File: src/rtl/pipe_ctrl.sv
// Pipeline control: sequences PC redirects, pipeline flushes and holds, and
// buffers a redirect that arrives while the bus has the pipeline frozen.
module pipe_ctrl #(
  parameter int unsigned FLUSH_CYCLES = 2,
  parameter logic [31:0] RESET_PC     = 32'h0000_0000
) (
  input  logic        clk,
  input  logic        rst,
  input  logic        jump_en_i,
  input  logic [31:0] jump_addr_i,
  input  logic        hold_ex_i,
  input  logic        hold_bus_i,
  output logic        pc_jump_en,
  output logic [31:0] pc_jump_addr,
  output logic        hold_pc,
  output logic        hold_ifid,
  output logic        hold_idex,
  output logic        flush_ifid,
  output logic        flush_idex,
  output logic [1:0]  ctrl_state,
  output logic [31:0] redirect_cnt
);

  typedef enum logic [1:0] {
    RUN       = 2'd0,
    HOLD      = 2'd1,
    JUMP_PEND = 2'd2,
    FLUSH     = 2'd3
  } state_t;

  localparam logic [2:0] FLUSH_INIT = 3'(FLUSH_CYCLES - 1);

  state_t      state;
  state_t      next_state;
  logic        pend_valid;
  logic [31:0] pend_addr;
  logic [2:0]  flush_cnt;
  logic        issue;
  logic        capture;
  logic        flush_dec;

  assign ctrl_state = state;

  // Next-state and output decode; bus hold always wins over flushing.
  always_comb begin
    next_state   = state;
    issue        = 1'b0;
    capture      = 1'b0;
    flush_dec    = 1'b0;
    pc_jump_en   = 1'b0;
    pc_jump_addr = RESET_PC;
    hold_pc      = 1'b0;
    hold_ifid    = 1'b0;
    hold_idex    = 1'b0;
    flush_ifid   = 1'b0;
    flush_idex   = 1'b0;

    case (state)
      RUN, HOLD: begin
        if (hold_bus_i) begin
          hold_pc   = 1'b1;
          hold_ifid = 1'b1;
          hold_idex = 1'b1;
          if (jump_en_i) begin
            capture    = 1'b1;
            next_state = JUMP_PEND;
          end else begin
            next_state = HOLD;
          end
        end else if (hold_ex_i) begin
          // Execute result not final yet: any jump is dropped.
          hold_pc    = 1'b1;
          hold_ifid  = 1'b1;
          flush_idex = 1'b1;
          next_state = HOLD;
        end else if (jump_en_i) begin
          issue        = 1'b1;
          pc_jump_addr = jump_addr_i;
        end else begin
          next_state = RUN;
        end
      end
      JUMP_PEND: begin
        if (hold_bus_i) begin
          hold_pc   = 1'b1;
          hold_ifid = 1'b1;
          hold_idex = 1'b1;
        end else begin
          issue        = 1'b1;
          pc_jump_addr = pend_addr;
        end
      end
      FLUSH: begin
        if (hold_bus_i) begin
          hold_pc   = 1'b1;
          hold_ifid = 1'b1;
          hold_idex = 1'b1;
        end else begin
          flush_ifid = 1'b1;
          flush_idex = 1'b1;
          flush_dec  = 1'b1;
          if (flush_cnt <= 3'd1) begin
            next_state = RUN;
          end else begin
            next_state = FLUSH;
          end
        end
      end
      default: begin
        next_state = RUN;
      end
    endcase

    if (issue) begin
      pc_jump_en = 1'b1;
      flush_ifid = 1'b1;
      flush_idex = 1'b1;
      next_state = (FLUSH_CYCLES > 1) ? FLUSH : RUN;
    end else begin
      pc_jump_en = 1'b0;
    end

    // Outputs are quiet while reset is held, whatever the inputs do.
    if (rst) begin
      pc_jump_en   = 1'b0;
      pc_jump_addr = RESET_PC;
      hold_pc      = 1'b0;
      hold_ifid    = 1'b0;
      hold_idex    = 1'b0;
      flush_ifid   = 1'b0;
      flush_idex   = 1'b0;
    end else begin
      hold_pc = hold_pc;
    end
  end

  // State, pending redirect, flush counter and redirect counter registers.
  always_ff @(posedge clk or posedge rst) begin
    if (rst) begin
      state        <= RUN;
      pend_valid   <= 1'b0;
      pend_addr    <= 32'h0000_0000;
      flush_cnt    <= 3'd0;
      redirect_cnt <= 32'h0000_0000;
    end else begin
      state <= next_state;
      if (capture) begin
        pend_valid <= 1'b1;
        pend_addr  <= jump_addr_i;
      end else if (issue && (state == JUMP_PEND)) begin
        pend_valid <= 1'b0;
      end
      if (issue) begin
        flush_cnt    <= FLUSH_INIT;
        redirect_cnt <= redirect_cnt + 32'd1;
      end else if (flush_dec) begin
        flush_cnt <= flush_cnt - 3'd1;
      end
    end
  end

endmodule

File: config.mk
export PLATFORM = sky130hd
export DESIGN_NAME = pipe_ctrl
export DESIGN_NICKNAME = d
export VERILOG_FILES = /design/src/rtl/pipe_ctrl.sv
export SDC_FILE = /design/constraint.sdc
export NUM_CORES = 1
export LEC_CHECK = 0
export ABC_AREA = 1
export CAP_MARGIN = 20
export CORE_MARGIN = 5
export CORE_UTILIZATION = 43
export CTS_CLUSTER_SIZE = 16
export DETAILED_ROUTE_END_ITERATION = 7
export PLACE_DENSITY = 0.87
export RECOVER_POWER = 100
export SLEW_MARGIN = 20
export SYNTH_ARGS = -nofsm -noshare
export SYNTH_HDL_FRONTEND = slang
export SYNTH_SLANG_ARGS = --single-unit
File: constraint.sdc
create_clock -name clk -period 2.25 [get_ports clk]
set_clock_uncertainty 0.15 [all_clocks]
set_input_delay 0.45 -clock clk [delete_from_list [all_inputs] [get_ports clk]]
set_output_delay 0.45 -clock clk [all_outputs]
set_load 0.01 [all_outputs]
==> impl_metrics.json, run 1 <==
{
  "fin_crit_ns": 2.308,
  "synth_flop_cell": "dfrtp_1",
  "tightest_slew_ns": 0.9115,
  "antenna_found_initial": 0,
  "synth_area_leaders": "dfrtp_1 46%, nand2_1 14%, mux2_2 9.5%",
  "die_w_um": 103.9,
  "wl_met1_um": 4572,
  "grt_pass1_wl_um": 17740,
  "synth_top_area_share_pct": 45.53,
  "highest_layer": "met4",
  "leakagePower_nw": 2.614,
  "crit_type": "register to primary output",
  "synth_area_mm2": 0.003792,
  "violations": "negative setup slack",
  "placementRows": 34,
  "tritoncts": "done",
  "synth_cell_types": 28,
  "coreArea_mm2": 0.008678,
  "worst_slack_ns": -0.05768,
  "start_kind": "register",
  "power.density_mw_per_mm2": 874.7,
  "drive_above_1_share_pct": 26.03,
  "worst-path-max-fanout": 8,
  "finalHoldViolCount": 0,
  "crit_required_ns": 1.65,
  "synth_edf_count": 0,
  "numPortBuffers": 108,
  "wl_met2_um": 5575,
  "dieHeight_um": 103.9,
  "cts_root_buffer": "clkbuf_8",
  "rsz0062_at_grt": "yes",
  "fin_util_pct": 61.53,
  "grt.overflow.total": 0,
  "arrival_ns": 1.71,
  "grt_use_total_pct": 19.76,
  "start_util_pct": 43.70,
  "relSlewSlack_pct": 38.90,
  "route.detailed.drc": 0,
  "cts_buffers": 9,
  "endpoint_kind": "primary output",
  "drv_slew": 0,
  "synthCells": 448,
  "antenna_cells": 0,
  "pwr-share-comb_pct": 37.7,
  "drt-vias-per-instance": 5.225,
  "fill_cells": 718,
  "seq_area_frac_synth_pct": 45.53,
  "antenna_left": 0,
  "synth_area_leader_cell": "dfrtp_1",
  "seq_area_mm2": 0.001728,
  "total_power_mw": 4.671,
  "io_pins": 109,
  "cts.path.max_buffers": 2,
  "vdd.ir_drop.worst_uv": 381.7,
  "clkTransAtPathRegs_ns": 0.07,
  "fmax_ghz": 0.4333,
  "area_delta_synth_final_pct": 40.81,
  "dieArea_mm2": 0.01080,
  "multi_input_area_mm2": 0.001903,
  "ys_ff_latch": 69,
  "dp_hpwl_um": 7750,
  "grt_max_degree": 33,
  "drt_pass1_iterations": 5,
  "p_switching_mw": 1.597,
  "period_share_pct": 102.6,
  "vias": 3616,
  "nets": 619,
  "routabilityCongestion": 0.9026,
  "status": "finished, violations left",
  "internal-power_mw": 3.074,
  "synth.avg_cell_area_um2": 8.465,
  "pwr-share-clk_pct": 22.7,
  "grt_pass1_vias": 3638,
  "syn_nets": 488,
  "clock_latency_ns": 0.35,
  "clock_sinks": 69,
  "hp-class": "register to register",
  "yosysWarnings": 0,
  "synthArstFlopShare_pct": 100.0,
  "setup_viol": 18,
  "seq_power_share_pct": 39.7,
  "max_cap_violations": 0,
  "route.met3.wl_um": 690,
  "swShare_pct": 34.19,
  "htree_levels": 3,
  "routed_wl_um": 10970,
  "drt_first_iter_violations": 159,
  "post_drt_wl_per_cell_um": 15.85
}
## power groups by stage
stage / sequential, mW / clock, mW / combinational (mW)
3_5_place_dp: 1.87 / 0 / 1.74
2_1_floorplan: 1.84 / 0 / 1.01
3_3_place_gp: 1.84 / 0 / 1.67
5_1_grt: 1.90 / 1.14 / 1.92
4_1_cts: 1.84 / 1.08 / 1.75
6_report: 1.85 / 1.06 / 1.76
## Yosys cell counts, types with 2 or more instances
cell	number
mux2_2	32
nor2_8	2
nor2_1	29
inv_1	41
nand2_4	3
clkbuf_1	4
nor2_2	2
dfrtp_1	69
a21oi_1	36
nand3_1	23
buf_2	8
xor2_1	8
nor2_4	6
nand2_2	2
xnor2_1	12
nand2_1	139
inv_2	4
nand4_1	9
o21ai_0	8
ha_1	3
## state kept, by name (all words and copies together), names as in the netlist
register      count
flush_cnt         3
pend_addr        32
ctrl_state        2
redirect_cnt     32
## through the flow
step | hold slack (ns) | std cells | worst slack [ns] | TNS [ns] | area (um^2)
3_3_place_gp | 0.3364 | 669 | -0.4749 | -15.80 | 5157
5_1_grt | 0.3684 | 692 | -0.1236 | -2.071 | 5340
3_5_place_dp | 0.3426 | 669 | -0.5541 | -18.03 | 5157
2_1_floorplan | 0.3297 | 448 | 0.3431 | 0 | 3796
6_report | 0.3582 | 692 | -0.05768 | -0.3975 | 5340
4_1_cts | 0.3596 | 691 | 0.0003254 | 0 | 5309
## placed cells by master (no fill, tap or decap), drive strengths merged
master	instances
ha	3
dlygate4sd2	9
nand4	9
inv	44
xor2	8
nor3	2
nor2	39
clkbuf	22
o211ai	1
clkinvlp	2
mux2	32
dfrtp	69
o21ai	8
clkdlybuf4s50	39
bufinv	1
a21oi	36
nand2	144
dlygate4sd3	28
nand3	24
o22ai	1
nand3b	1
xnor2	12
buf	49
clkinv	1
## path summary, 6_finish.rpt
| kind | startpoint | endpoint | slack, ns | cells after the start |
|---|---|---|---|---|
| min in group asynchronous | rst | redirect_cnt[19] | 0.63 | 3 |
| max reg2reg | ctrl_state[1] | redirect_cnt[31] | 0.19 | 10 |
| min reg2reg | pend_addr[20] | pend_addr[20] | 0.36 | 1 |
| min | pend_addr[20] | pend_addr[20] | 0.36 | 1 |
| max in group asynchronous | rst | ctrl_state[1] | 0.35 | 4 |
| max | ctrl_state[1] | pc_jump_addr[18] | -0.06 | 7 |
## final cells by class
cell class	count	area share (%)
repair buffers	134	22.33
well taps	108	2.530
inverters	45	3.187
multi-input cells	320	35.64
clock buffers	13	3.163
clock inverters	3	0.7966
flip-flops and latches	69	32.36
## critical path, cell delays in order, from the launching register on
cell	delay, ns
dfrtp_2	0.43
buf_6	0.13
nor2_4	0.13
buf_4	0.17
buf_12	0.13
nand2_1	0.08
a21oi_2	0.15
buf_2	0.15
## kinds of logic after synthesis
kind of cell	count (synthesis)	synth area share, %
and+or+nand+nor	219	26.69
AOI/OAI and AO/OA	46	6.170
adders and majority gates	3	0.9899
buffers and inverters	59	6.499
xor gates and xnor gates	20	4.619
DFF	69	45.53
muxes	32	9.502
## routing by layer
layer  vias to the layer above  GRT usage [%]
met5                         -              0
met4                         0          6.475
met3                        12          4.842
met2                       131          33.29
met1                      1769          24.86
li1                       1704              -
## timing repair
action,in CTS,in global routing
hold buffers,0,0
buffers inserted,4,0
setup endpoints to repair,38,32
gates resized for setup,147,37
gates cloned,2,1
endpoints found under the hold margin,0,0
pin swaps,3,12
Note: power is estimated with default switching activity, not from simulation.
==> inputs of run 2 (changes only) <==
- GPL_TIMING_DRIVEN: not set -> 0
==> impl_metrics.json, run 2 (synthesized netlist as in run 1, its figures left out) <==
{
  "vias": 3522,
  "fmax_ghz": 0.4384,
  "hold_buffers": 0,
  "critPathBufInv": 4,
  "cts_root_buffer": "clkbuf_8",
  "antenna_found_initial": 0,
  "relSlewSlack_pct": 43.54,
  "critical_path.top_delay_family": "buffers and inverters",
  "dpl_worst_slack_ns": -1.000,
  "clock_latency_ns": 0.34,
  "grt_max_degree": 36,
  "fin_util_pct": 62.15,
  "post_drt_wl_per_cell_um": 15.63,
  "setup_viol": 4,
  "postPlaceCellArea_mm2": 0.005052,
  "drive_above_1_share_pct": 30.02,
  "numPortBuffers": 108,
  "violations": "negative setup slack",
  "hold_slack_ns": 0.09031,
  "reg2reg_depth": 11,
  "start_kind": "register",
  "stdcell_area_mm2": 0.005394,
  "routed_wl_um": 10800,
  "crit_required_ns": 1.65,
  "clkTransAtPathRegs_ns": 0.08,
  "swShare_pct": 35.11,
  "slowest_stage": "dfrtp_2",
  "vdd.ir_drop.worst_uv": 311.1,
  "route.detailed.drc": 0,
  "hp-class": "input port to asynchronous set/reset pin",
  "nets": 619,
  "htree_levels": 3,
  "placed_cells": 666,
  "grt.overflow.total": 0,
  "pwr-share-clk_pct": 23.1,
  "cts_buffers": 9,
  "tns_ns": -0.05897,
  "pwr-share-comb_pct": 38.2,
  "placementRows": 34,
  "layout_common_cells": "121 x nand2_1, 67 x dfrtp_1, 67 x clkdlybuf4s50_1",
  "path_common_cell": "buf_12",
  "drt_first_iter_violations": 133,
  "grt_pass1_vias": 3591,
  "rr_startpoint": "ctrl_state[1]",
  "r2r_slack_ns": 0.17,
  "rsz0062_at_grt": "yes",
  "antenna_left": 0,
  "grt_use_total_pct": 18.74,
  "endpoint_kind": "primary output",
  "r2r-end": "redirect_cnt[21]",
  "total_power_mw": 4.807,
  "worst_slack_ns": -0.03090,
  "dieArea_mm2": 0.01080,
  "cpPeakStageDelay_ns": 0.44,
  "drt-vias-per-instance": 5.097,
  "crit_end": "pc_jump_addr[6]",
  "cts.path.max_buffers": 2,
  "period_share_pct": 101.4,
  "antenna_cells": 0,
  "worst-path-max-fanout": 8,
  "path_cells": "buf_6 > nor2_4 > buf_12 > buf_12 > nand2_2 > a21oi_2 > buf_2",
  "fill_cells": 711,
  "routabilityCongestion": 0.8843,
  "crit_type": "register to primary output",
  "internal-power_mw": 3.119,
  "start_util_pct": 43.70,
  "crit_start": "ctrl_state[1]",
  "area_delta_synth_final_pct": 42.23,
  "drv_slew": 0,
  "tightest_slew_ns": 0.8470,
  "p_switching_mw": 1.688,
  "max_cap_violations": 0,
  "power.density_mw_per_mm2": 891.2,
  "status": "finished, violations left",
  "leakagePower_nw": 2.558,
  "finalHoldViolCount": 0,
  "io_pins": 109,
  "drt_pass1_iterations": 4,
  "dp_hpwl_um": 7576,
  "arrival_ns": 1.68,
  "die_w_um": 103.9,
  "layoutNonFillerInstCount": 691,
  "fin_crit_ns": 2.281,
  "coreArea_mm2": 0.008678,
  "dieHeight_um": 103.9,
  "tritoncts": "done",
  "clock_sinks": 69,
  "final_common_cell": "nand2_1",
  "crit_cells": 7,
  "top_regs": "pend_addr x32, redirect_cnt x32, flush_cnt x3",
  "seq_power_share_pct": 38.7,
  "grt_pass1_wl_um": 16940
}
[run 2: worst reg2reg max path, cell delays in order, from the launching register on]
cell and delay [ns]:
dfrtp_2 0.44, buf_4 0.15, nand2_4 0.08, nand2_2 0.06
inv_2 0.09, nand2_8 0.07, buf_4 0.19, buf_4 0.19
nor2_4 0.18, nand2_4 0.12, o21ai_0 0.18, nand2_1 0.07
[run 2: routing by layer]
layer | wire length, um | share of wire (%) | GRT usage (%)
met1 | 4494 | 42 | 23.51
met2 | 5481 | 51 | 31.88
met3 | 674 | 6.2 | 5.276
met4 | 153 | 1.4 | 4.718
met5 | 0 | 0 | 0
[run 2: layout make-up]
class / instances / area [um^2] / share of cell area [%]
clock buffer: 9 / 123.9 / 2.296
buffer: 10 / 62.56 / 1.160
sequential: 69 / 1729 / 32.06
multi-input combinational: 320 / 2019 / 37.44
inverter: 45 / 170.2 / 3.155
tap: 108 / 135.1 / 2.505
timing repair buffer: 124 / 1065 / 19.74
clock inverter: 6 / 88.84 / 1.647
[run 2: worst min path at each step]
stage / to / slack, ns / cells after the start
final: flush_cnt[1] / 0.09 / 2
after global routing: flush_cnt[1] / 0.09 / 2
after CTS: flush_cnt[1] / 0.09 / 2
after detailed placement: redirect_cnt[6] / 0.34 / 1
after global placement: pend_addr[31] / 0.34 / 1
after floorplan: pend_addr[29] / 0.33 / 1
[run 2: power groups by stage]
stage | Clock (mW) | Combinational (mW) | Sequential, mW
after global routing | 1.19 | 2.00 | 1.91
final | 1.11 | 1.84 | 1.86
after CTS | 1.12 | 1.66 | 1.84
after global placement | 0 | 1.56 | 1.83
after detailed placement | 0 | 1.63 | 1.86
after floorplan | 0 | 1.01 | 1.84
[run 2: timing repair]
item	CTS	global route
pin swaps	3	14
cloned	0	3
resized for setup	159	70
setup endpoints to repair	38	33
setup buffers	5	6
==> inputs of run 3 (changes only) <==
- CORE_UTILIZATION: 43 -> 48
- PLACE_DENSITY: 0.87 -> 0.92
- clock period: 2.25 -> 2.47 ns (I/O delays scaled with it)
==> impl_metrics.json, run 3 (synthesized netlist as in run 1, its figures left out) <==
{
  "post_drt_wl_per_cell_um": 14.89,
  "htree_levels": 3,
  "vdd.ir_drop.worst_uv": 262.6,
  "drt_pass1_iterations": 5,
  "clock_sinks": 69,
  "arrival_ns": 1.77,
  "vias": 3526,
  "route.detailed.drc": 0,
  "stdcell_area_mm2": 0.005119,
  "routed_wl_um": 10140,
  "io_pins": 109,
  "grt.overflow.total": 0,
  "grt_pass1_vias": 3546,
  "final_common_cell": "nand2_1",
  "worst-path-max-fanout": 10,
  "nets": 614,
  "critical_path.top_delay_family": "buffers and inverters",
  "power.density_mw_per_mm2": 785.7,
  "grt_use_total_pct": 20.70,
  "cts.path.max_buffers": 2,
  "cts_buffers": 9,
  "tns_ns": 0,
  "placed_cells": 659,
  "layoutNonFillerInstCount": 681,
  "dieArea_mm2": 0.009778,
  "area_delta_synth_final_pct": 34.97,
  "tritoncts": "done",
  "tightest_slew_ns": 1.350,
  "drive_above_1_share_pct": 15.20,
  "drt_first_iter_violations": 68,
  "cpPeakStageDelay_ns": 0.28,
  "fin_util_pct": 66.24,
  "antenna_left": 0,
  "die_w_um": 98.89,
  "dieHeight_um": 98.89,
  "dpl_worst_slack_ns": -0.8287,
  "drt-vias-per-instance": 5.178,
  "top_regs": "pend_addr x32, redirect_cnt x32, flush_cnt x3",
  "crit_type": "input port to primary output",
  "endpoint_kind": "primary output",
  "hold_slack_ns": 0.3584,
  "clkTransAtPathRegs_ns": 0.07,
  "routabilityCongestion": 0.9158,
  "path_cells": "dlygate4sd2_1 > inv_1 > nand2_2 > nor2_4 > buf_4 > buf_6 > nand2_1 > a21oi_1 > clkdlybuf4s15_1",
  "setup_viol": 0,
  "critPathBufInv": 5,
  "layout_common_cells": "138 x nand2_1, 68 x dfrtp_1, 40 x inv_1",
  "fin_crit_ns": 2.418,
  "drv_slew": 0,
  "period_share_pct": 97.90,
  "fmax_ghz": 0.4135,
  "finalHoldViolCount": 0,
  "relSlewSlack_pct": 9.932,
  "grt_pass1_wl_um": 16820,
  "antenna_found_initial": 0,
  "numPortBuffers": 108,
  "max_cap_violations": 0,
  "total_power_mw": 4.022,
  "leakagePower_nw": 2.468,
  "antenna_cells": 0,
  "dp_hpwl_um": 7737,
  "coreArea_mm2": 0.007727,
  "start_kind": "input port",
  "grt_max_degree": 36,
  "slowest_stage": "dlygate4sd2_1",
  "crit_required_ns": 1.83,
  "postPlaceCellArea_mm2": 0.005024,
  "status": "finished, final reports clean",
  "hp-class": "register to register",
  "worst_slack_ns": 0.05191,
  "placementRows": 32,
  "clock_latency_ns": 0.33,
  "start_util_pct": 49.08,
  "cts_root_buffer": "clkbuf_8"
}
-- run 3: cell types whose count changed in the layout (fill, tap and decap cells not counted), sizes merged --
cell / before / now
buf: 55 / 15
clkbuf: 14 / 32
clkdlybuf4s50: 67 / 35
bufinv: 2 / 1
dlymetal6s2s: 0 / 1
inv: 44 / 45
dlygate4sd2: 7 / 18
clkdlybuf4s15: 0 / 6
dlygate4sd3: 0 / 34
clkinvlp: 3 / 1
-- run 3: per-layer routing --
layer  track usage, %  vias up  routed length [um]  part of all wire [%]
li1                 -     1687                   -                     -
met1            26.23     1697                4252                    42
met2            35.95      125                5041                    50
met3            4.034       17                 690                   6.8
met4            5.777        0                 157                   1.5
met5                0        -                   0                     0
-- run 3: final cells by class --
| class | count | area, um^2 |
|---|---|---|
| Clock inverter | 4 | 47.55 |
| Inverter | 45 | 171.4 |
| Tap cell | 102 | 127.6 |
| Timing Repair Buffer | 115 | 1041 |
| Fill cell | 616 | 2609 |
| Sequential cell | 69 | 1728 |
| Clock buffer | 12 | 145.1 |
| Multi-Input combinational cell | 320 | 1753 |
| Buffer | 14 | 105.1 |
-- run 3: worst register-to-register path, stage by stage (launching register included) --
cell and delay [ns]:
dfrtp_2 0.47, nand2_2 0.13, nand2_2 0.06, inv_1 0.09, nand2_4 0.06, clkbuf_1 0.14
nor2_1 0.41, nand2_1 0.22, nor2_1 0.24, nand3_1 0.11, nand2_1 0.07
-- run 3: final timing paths --
| check | startpoint | end | slack (ns) | cells after the start |
|---|---|---|---|---|
| worst max-delay path | hold_ex_i | pc_jump_addr[19] | 0.05 | 9 |
| worst min-delay path | redirect_cnt[5] | redirect_cnt[5] | 0.36 | 1 |
| worst max register to register | ctrl_state[1] | redirect_cnt[30] | 0.27 | 10 |
| worst min register to register | redirect_cnt[5] | redirect_cnt[5] | 0.36 | 1 |
| max in group asynchronous | rst | ctrl_state[1] | 0.67 | 2 |
| min in group asynchronous | rst | pend_addr[21] | 0.62 | 2 |
-- run 3: where the power goes --
part           internal, mW  switching [mW]
Clock                 0.492           0.411
Sequential             1.47           0.228
Combinational         0.700           0.718
Total                  2.67            1.36
-- run 3: repair_timing --
action,in CTS,in global routing
gates cloned,0,0
setup buffers,4,2
endpoints found under the setup margin,38,22
pin swaps,2,1
endpoints found under the hold margin,0,0
gates resized for setup,87,26
hold buffers,0,0
